$ cat config.mk
export PLATFORM = sky130hd
export DESIGN_NAME = serial_fa_adder_ctrl_flat
export DESIGN_NICKNAME = d
export VERILOG_FILES = /design/src/rtl/serial_fa_adder_ctrl_if.sv /design/src/rtl/serial_fa_adder_ctrl.sv /design/src/flat_wrapper.sv
export SDC_FILE = /design/constraint.sdc
export NUM_CORES = 1
export LEC_CHECK = 0
export BUFFER_PORTS_ARGS = -buffer_cell sky130_fd_sc_hd__buf_2
export CAP_MARGIN = 10
export CORE_MARGIN = 8
export CORE_UTILIZATION = 55
export CTS_CLUSTER_SIZE = 8
export DETAILED_ROUTE_END_ITERATION = 8
export PLACE_DENSITY_LB_ADDON = 0.3
export RECOVER_POWER = 100
export SLEW_MARGIN = 20
export SYNTH_ARGS = -nofsm -noshare
export SYNTH_HDL_FRONTEND = slang
export SYNTH_SLANG_ARGS = --single-unit
$ cat constraint.sdc
create_clock -name clk -period 2.6 [get_ports clk]
set_clock_uncertainty 0.05 [all_clocks]
set_input_delay 0.52 -clock clk [delete_from_list [all_inputs] [get_ports clk]]
set_output_delay 0.52 -clock clk [all_outputs]
set_load 0.02 [all_outputs]
$ cat src/rtl/serial_fa_adder_ctrl_if.sv
// Request/result bundle for the bit-serial adder: operands and start in, status and result out.
interface serial_fa_adder_ctrl_if #(
    parameter int unsigned WIDTH = 8
) ();
    logic             start;
    logic [WIDTH-1:0] a;
    logic [WIDTH-1:0] b;
    logic             cin;
    logic             busy;
    logic             done;
    logic [WIDTH-1:0] sum;
    logic             cout;
    logic             ovf;

    // Requester side: issues operations and observes results
    modport master (
        output start, a, b, cin,
        input  busy, done, sum, cout, ovf
    );

    // Adder side: accepts operations and produces results
    modport slave (
        input  start, a, b, cin,
        output busy, done, sum, cout, ovf
    );
endinterface

$ cat src/rtl/serial_fa_adder_ctrl.sv
// Bit-serial WIDTH-bit adder: one decoder-based full-adder cell, LSB first, one bit per clock.

// Full adder built from a 3-to-8 minterm decoder; sum and carry are OR-planes of minterms.
module serial_fa_cell (
    input  logic a,
    input  logic b,
    input  logic c,
    output logic sum,
    output logic carry
);
    logic [7:0] minterm;

    // One-hot decode of {a,b,c}
    assign minterm = 8'(8'd1 << {a, b, c});
    assign sum     = minterm[1] | minterm[2] | minterm[4] | minterm[7];
    assign carry   = minterm[3] | minterm[5] | minterm[6] | minterm[7];
endmodule

module serial_fa_adder_ctrl #(
    parameter int unsigned WIDTH = 8
) (
    input  logic                  clk,
    input  logic                  rst,
    serial_fa_adder_ctrl_if.slave bus
);
    localparam int unsigned CNT_W    = (WIDTH > 1) ? $clog2(WIDTH) : 1;
    localparam int unsigned LAST_BIT = WIDTH - 1;

    typedef enum logic [1:0] {
        S_IDLE  = 2'd0,
        S_SHIFT = 2'd1,
        S_DONE  = 2'd2
    } state_t;

    state_t           state_q;
    logic [WIDTH-1:0] a_sh_q;
    logic [WIDTH-1:0] b_sh_q;
    logic [WIDTH-1:0] sum_sh_q;
    logic             c_r_q;
    logic             c_msb_q;
    logic [CNT_W-1:0] cnt_q;

    logic             busy_q;
    logic             done_q;
    logic [WIDTH-1:0] sum_q;
    logic             cout_q;
    logic             ovf_q;

    logic             fa_s;
    logic             fa_c;

    // The only arithmetic on operand bits: current LSBs plus running carry
    serial_fa_cell u_fa (
        .a     (a_sh_q[0]),
        .b     (b_sh_q[0]),
        .c     (c_r_q),
        .sum   (fa_s),
        .carry (fa_c)
    );

    // Sequencer: latch on start, shift WIDTH bits through the cell, publish result in DONE
    always_ff @(posedge clk) begin
        if (rst) begin
            state_q  <= S_IDLE;
            a_sh_q   <= '0;
            b_sh_q   <= '0;
            sum_sh_q <= '0;
            c_r_q    <= 1'b0;
            c_msb_q  <= 1'b0;
            cnt_q    <= '0;
            busy_q   <= 1'b0;
            done_q   <= 1'b0;
            sum_q    <= '0;
            cout_q   <= 1'b0;
            ovf_q    <= 1'b0;
        end else begin
            case (state_q)
                S_IDLE: begin
                    done_q <= 1'b0;
                    if (bus.start) begin
                        a_sh_q  <= bus.a;
                        b_sh_q  <= bus.b;
                        c_r_q   <= bus.cin;
                        cnt_q   <= '0;
                        busy_q  <= 1'b1;
                        state_q <= S_SHIFT;
                    end else begin
                        busy_q  <= 1'b0;
                    end
                end
                S_SHIFT: begin
                    a_sh_q   <= {1'b0, a_sh_q[WIDTH-1:1]};
                    b_sh_q   <= {1'b0, b_sh_q[WIDTH-1:1]};
                    sum_sh_q <= {fa_s, sum_sh_q[WIDTH-1:1]};
                    c_r_q    <= fa_c;
                    busy_q   <= 1'b1;
                    if (cnt_q == CNT_W'(LAST_BIT)) begin
                        // c_r_q still holds the carry into the MSB on this edge
                        c_msb_q <= c_r_q;
                        cnt_q   <= '0;
                        done_q  <= 1'b1;
                        state_q <= S_DONE;
                    end else begin
                        cnt_q   <= cnt_q + CNT_W'(1);
                    end
                end
                S_DONE: begin
                    sum_q   <= sum_sh_q;
                    cout_q  <= c_r_q;
                    ovf_q   <= c_msb_q ^ c_r_q;
                    done_q  <= 1'b0;
                    busy_q  <= 1'b0;
                    state_q <= S_IDLE;
                end
                default: begin
                    done_q  <= 1'b0;
                    busy_q  <= 1'b0;
                    state_q <= S_IDLE;
                end
            endcase
        end
    end

    assign bus.busy = busy_q;
    assign bus.done = done_q;
    assign bus.sum  = sum_q;
    assign bus.cout = cout_q;
    assign bus.ovf  = ovf_q;
endmodule

$ cat src/flat_wrapper.sv
// flat-port wrapper written by rule: the top's interface ports become plain ports
module serial_fa_adder_ctrl_flat 
#(
    parameter int unsigned WIDTH = 8
)
  (clk, rst, bus_start, bus_a, bus_b, bus_cin, bus_busy, bus_done, bus_sum, bus_cout, bus_ovf);
  serial_fa_adder_ctrl_if #(.WIDTH(WIDTH)) bus_i ();
  input  logic clk;
  input  logic rst;
  input wire logic [$bits(bus_i.start)-1:0] bus_start;
  input wire logic [$bits(bus_i.a)-1:0] bus_a;
  input wire logic [$bits(bus_i.b)-1:0] bus_b;
  input wire logic [$bits(bus_i.cin)-1:0] bus_cin;
  output wire logic [$bits(bus_i.busy)-1:0] bus_busy;
  output wire logic [$bits(bus_i.done)-1:0] bus_done;
  output wire logic [$bits(bus_i.sum)-1:0] bus_sum;
  output wire logic [$bits(bus_i.cout)-1:0] bus_cout;
  output wire logic [$bits(bus_i.ovf)-1:0] bus_ovf;
  assign bus_i.start = bus_start;
  assign bus_i.a = bus_a;
  assign bus_i.b = bus_b;
  assign bus_i.cin = bus_cin;
  assign bus_busy = bus_i.busy;
  assign bus_done = bus_i.done;
  assign bus_sum = bus_i.sum;
  assign bus_cout = bus_i.cout;
  assign bus_ovf = bus_i.ovf;
  serial_fa_adder_ctrl #(.WIDTH(WIDTH)) u_core (.clk(clk), .rst(rst), .bus(bus_i));
endmodule
* Word level (Yosys, flattened, before mapping)
Cells that the tools add are included.
** Word-level totals
- Bits in registers :: 43
- Input bits :: 20
- Output and inout bits :: 12
** Operators by class
- Add/subtract/negate cells :: 1
- Equal/unequal tests :: 5
- Shift operators :: 1
- Multiplexer cells :: 14
- Bitwise logic cells :: 8
- Reduce and logical (&&, ||, !) cells :: 6
** Operators with widths (count)
- 8-bit case mux with 2 select lines :: 2
- 8-bit 2-to-1 mux :: 2
- 1-bit by 3-bit << shifter with 8-bit output, first input constant :: 1
- 3-bit 2-to-1 mux :: 2
- 1-bit OR :: 6
- 3-bit case mux with 2 select lines :: 1
- 2-bit AND reduction :: 3
- 2-bit 2-to-1 mux :: 2
- 1-bit case mux with 2 select lines :: 2
- 2-bit case mux with 2 select lines :: 1
- 3-bit by 1-bit adder with 3-bit output, second input constant :: 1
- 3-bit equality test, second input constant :: 1
- 2-bit by 1-bit equality test with 1-bit output, second input constant :: 1
- 2-bit equality test, second input constant :: 1
- 2-bit zero test :: 1
- 1-bit 2-to-1 mux :: 2
- 2-bit by 1-bit inequality test with 1-bit output, second input constant :: 1
- 2-bit inequality test, second input constant :: 1
- 2-bit nonzero test :: 1
- 2-bit OR reduction :: 1
- 1-bit inverter :: 1
- 1-bit XOR :: 1

* Longest topological paths before layout
- Depth in word-level cells :: 5
- Gate-level depth with buffers :: 5
- Depth with buffers taken out :: 5

* Cells and area by module
A second synthesis with hierarchy kept.
** Unflattened totals
- Cells, all modules :: 190
- Area total of the unflattened synthesis :: 1729.2 sq um
** Modules (own cells, without submodules)
- serial_fa_adder_ctrl :: instances 1, cells an instance 189, area each 1709.1 sq um, seq. area each 860.8 sq um
- serial_fa_cell :: instances 1, cells an instance 1, area each 20.0 sq um, seq. area each 0.0 sq um

* Worst setup path before layout
OpenSTA, ideal clock, no wires.
- Kind :: input to register
- Start :: in rst
- End :: reg u_core.busy_q (netlist: u_core.bus.busy)
- Arrival time :: 1064 ps
- Setup slack :: 1356 ps
- Stages on the path :: 3
- Cell sequence :: clkbuf_1 clkbuf_1 nor3_1
** RTL lines
- from (decl) :: line flat_wrapper.sv:9 : input logic rst;
- to (signal assigned) :: line serial_fa_adder_ctrl.sv:71 : busy_q <= 1'b0;
- to (signal assigned) :: line serial_fa_adder_ctrl.sv:85 : busy_q <= 1'b1;
- to (signal assigned) :: line serial_fa_adder_ctrl.sv:88 : busy_q <= 1'b0;
- to (decl) :: line serial_fa_adder_ctrl.sv:43 : logic busy_q;
No word-level cell between the ends.

* Worst setup path after layout
- Start :: in rst
- End :: reg u_core.done_q (netlist: u_core.bus.done)
** Between the ends
- Longest elaborated chain between the ends :: 1
** Ends and longest elaborated chain
- 2-bit OR reduction (no source line)
- to (signal assigned) :: line serial_fa_adder_ctrl.sv:72 : done_q <= 1'b0;
- to (signal assigned) :: line serial_fa_adder_ctrl.sv:79 : done_q <= 1'b0;
- to (signal assigned) :: line serial_fa_adder_ctrl.sv:101 : done_q <= 1'b1;
- to (decl) :: line serial_fa_adder_ctrl.sv:44 : logic done_q;
Every way passes these cells.
A chain may end at the register's enable or synchronous reset.

==> results summary <==
Routability-driven placement finished with a final weighted congestion of roughly 0.76. The number of gates given a new drive strength after cts is 0. The I/O pin count came out at 32. The kind of cell with the highest combined delay along the critical path is buffers and inverters. The top cell types in the final layout, fill and taps aside, are sky130_fd_sc_hd__dfxtp_1 (43), sky130_fd_sc_hd__nand2_1 (34), sky130_fd_sc_hd__nor2_1 (22), sky130_fd_sc_hd__a21oi_1 (20), sky130_fd_sc_hd__buf_2 (18). The critical path in this run is classified as input port to register. The number of setup buffers added after CTS came out at 0. The count of buffer and inverter cells on the critical path came out at 1.

Setup repair after global routing left no endpoint under its margin. The required time of the worst setup path came out at roughly 2.7 ns. After synthesis, the largest family of logic cells by area is simple AND/OR/NAND/NOR gates. The final reports fail on max-capacitance violations, max-slew violations. After the last flow step, the layout net total stands at about 240. The highest clock frequency the design can meet came out at 559 MHz. The buffer type at the clock tree root is sky130_fd_sc_hd__clkbuf_4. The net count of the mapped netlist came out at 213. Global routing consumed, on the met1 layer, 15.8% of the routing resources. The aggregate global routing overflow is 0. The maximum level of the CTS H-tree is 2. Walking the worst path, the cells encountered are clkbuf_1 > nor3_1. In the synthesized netlist the dominant register cell turns out to be sky130_fd_sc_hd__dfxtp_1. The standard cell core area is 0.00303 mm². The cell count after placement came out at between 200 and 300. The global-route wire length before repair is approximately 5700 µm. The run finished, with violations left. The total half-perimeter wirelength after legalization and detailed placement came out at approximately 2400 µm. After layout, the minimum clock period comes to 1.79 ns.

The share of layout cells above drive strength 1 is a little over an eighth. In this run the critical register-to-register path is launched from u_core.state_q[0]$_SDFFE_PP0P_. For this run, the number of Yosys warnings is 0. The clock passes through at most 2 buffers.

The mean instance size in the synthesized netlist is just over 9 µm². At the worst endpoint, the arrival time is ~1.9 ns. The number of hold violations in the final report came out at 0.

The final-report max-slew violation count came out at 44. The synthesized-area fraction occupied by and/or/nand/nor cells is between 10% and 20%. The height of the die is around 70 µm. The via total after detailed routing is ~1.4k. The post-route standard cell area excluding fillers is about 0.0019 mm². Yosys mapped the design onto 27 distinct sky130hd cell types.

The number of standard cells after synthesis is 190. The worst-case hold slack came out at ~0.41 ns. The post-layout total power came out at around 1.1 mW. The antenna violation net count after detailed routing is 0.

For this run, the total global-route usage over all layers was measured as approximately 14%. The number of flops mapped to enable cells by yosys came out at 0. In this run the power density over the cells is between 500 and 600 mW/mm².

The clock network latency to the later pin of the worst-skew pair is roughly 0.35 ns. The number of global-route vias before repair is 1299. The effective utilization at floorplan is between 50% and 60%.

Leaving out fill and tap cells, the most frequent cell in the layout is sky130_fd_sc_hd__dfxtp_1. The post-synthesis share of cell area spent on full adders, half adders and majority gates is approximately 2.6%. TritonCTS built the clock tree. Setup violations remaining at the end of the flow were counted as 0. In the final layout, flip-flops and latches occupy about 860 µm². The total die area is 0.00519 mm². IR analysis of the VDD net gives a maximum drop of 0.000294 V. The area growth from synthesis to layout is 9.64%. After filler insertion, the fill cell instance count of the layout stands at ~280.

In the global route stage, met3 resource usage came out at under 10%. The worst setup path is captured at a register. The die span in x came out at between 70 and 80 µm. The total clock buffers created by CTS is 5. The sequential cell area fraction in the yosys report came out at 49.9%. The floorplan row count came out at 20. Global routing consumed, on the met2 layer, between 20% and 30% of the routing resources. The most critical setup path has its startpoint at rst.

The number of antenna diodes came out at 0. The pin slew with the least headroom to its limit is between 1.5 and 2 ns. The quantity of hold-fixing buffers added after cts came out at 0. The cell area after synthesis is approximately 0.0017 mm². The area occupied by multi-input gates is between 700 and 800 µm². The slowest stage of the critical path is the sky130_fd_sc_hd__clkbuf_1 cell. The instance area after placement came out at 0.00186 mm². In this run the tightest slew margin relative to its limit is -14.9%. For this block, the initial DRC count from the detailed router was around 100. The number of cells in the finished layout apart from fillers came out at ~260. The ratio of final minimum period to clock period came out at between 60% and 70%. After global routing, the most crowded layer is met2.

Clock-pin slew was measured on the worst setup and hold paths at 0.11 ns. The maximum single-stage delay on the critical path came out at ~1.2 ns. The highest fanout seen on the critical path came out at 43. STA classifies the critical path startpoint as an input port. The total length of routed wires came out at between 3000 and 4000 µm. The maximum number of pins on one net before global-route repair came out at 44. Of the total synthesized cell area, the portion taken by XOR and XNOR cells is less than 1%. The synthesis-stage register bit count came out at 43. The static leakage is between 0.7 and 0.8 nW.

Setup total negative slack on the finished layout was measured at 0 ns. The mux cell area share after synthesis came out at a little under a tenth. Across the run, the number of max-cap violations was 1.

The number of sinks handled by clock tree synthesis is 43. The DRC violation count after routing came out at 0. The worst min-delay path class is input port to register. The number of antenna violations at the first check in global routing came to 0. The proportion of synthesized flip-flops having asynchronous set or reset came out at 0%. The launch point of the worst hold path is bus_b[7]. The number of buffers inserted by port buffering is 31.

In the final routed layout, each cell accounts on average for between 10 and 15 µm. The average via count per standard cell came out at around 5.2. For this run, the detailed router's first-pass iteration total came to 5. The synthesized netlist devotes 15.9% of its cell area to compound gates.
## worst min-delay path, cell delays in order
cell                        delay [ns]
sky130_fd_sc_hd__buf_2            0.09
sky130_fd_sc_hd__nand4bb_1        0.09
sky130_fd_sc_hd__a21oi_1          0.06
## path summary, 6_finish.rpt
kind                            cells after the start                        endpoint  slack [ns]
worst max-delay path                                2    u_core.bus.done$_SDFFE_PP0P_        0.81
worst min-delay path                                3   u_core.b_sh_q[7]$_SDFFE_PP0P_        0.41
worst max register to register                      3    u_core.cnt_q[2]$_SDFFE_PP0P_        0.93
worst min register to register                      2  u_core.bus.sum[7]$_SDFFE_PP0N_        0.41
## state kept, by name, indices dropped and copies added, names as in the netlist, 2 cells and up
| signal | count |
|---|---|
| u_core.bus.sum | 8 |
| u_core.a_sh_q | 8 |
| u_core.state_q | 2 |
| u_core.sum_sh_q | 8 |
| u_core.cnt_q | 3 |
| u_core.b_sh_q | 8 |
## cell usage after synthesis (2+ instances only)
cell type	count	area, µm²
sky130_fd_sc_hd__nand2_1	34	128
sky130_fd_sc_hd__a22oi_1	3	22.5
sky130_fd_sc_hd__a21oi_1	20	100
sky130_fd_sc_hd__nor2_1	22	82.6
sky130_fd_sc_hd__buf_2	5	25.0
sky130_fd_sc_hd__nand4bb_1	2	22.5
sky130_fd_sc_hd__mux2i_1	16	160
sky130_fd_sc_hd__a211oi_1	16	120
sky130_fd_sc_hd__ha_1	2	25.0
sky130_fd_sc_hd__dfxtp_1	43	861
sky130_fd_sc_hd__nor3_1	4	20.0
sky130_fd_sc_hd__o21ai_0	3	15.0
sky130_fd_sc_hd__clkbuf_1	6	22.5
## layer usage
layer / vias to the layer above / part of all wire (%)
met1: 605 / 43
met2: 44 / 48
li1: 701 / -
met4: 0 / 2.1
met3: 9 / 6.7
met5: - / 0
## cell type report
type,count,area share (%)
Sequential cell,43,45.5
Multi-Input combinational cell,131,40.9
Timing Repair Buffer,32,7.73
Tap cell,44,2.91
Clock buffer,5,1.98
Clock inverter,3,0.793
Inverter,1,0.198
## power by group
part	switching (mW)	internal (mW)	total, mW
sequential	0.0205	0.687	0.708
combinational	0.0606	0.0507	0.111
clock	0.208	0.101	0.309
total	0.289	0.839	1.13
## through the flow
| step | utilization [%] | worst slack [ns] |
|---|---|---|
| final | 62.5 | 0.813 |
| after floorplan | - | 1.36 |
| after global placement | 61.3 | 1.03 |
| after detailed placement | 61.3 | 0.970 |
| after CTS | 63.1 | 0.948 |
| after global routing | 62.5 | 0.661 |
## logic make-up (layout without fill, tap and decap cells)
kind of cell,after synthesis,after routing
adder cells (fa/ha/maj),3,3
XOR/XNOR,1,1
flip-flops,43,43
AO/OA/AOI/OAI,44,44
buffers and inverters,16,41
AND/OR/NAND/NOR,67,67
multiplexers,16,16
No activity file was read; power rests on OpenSTA's default activity.
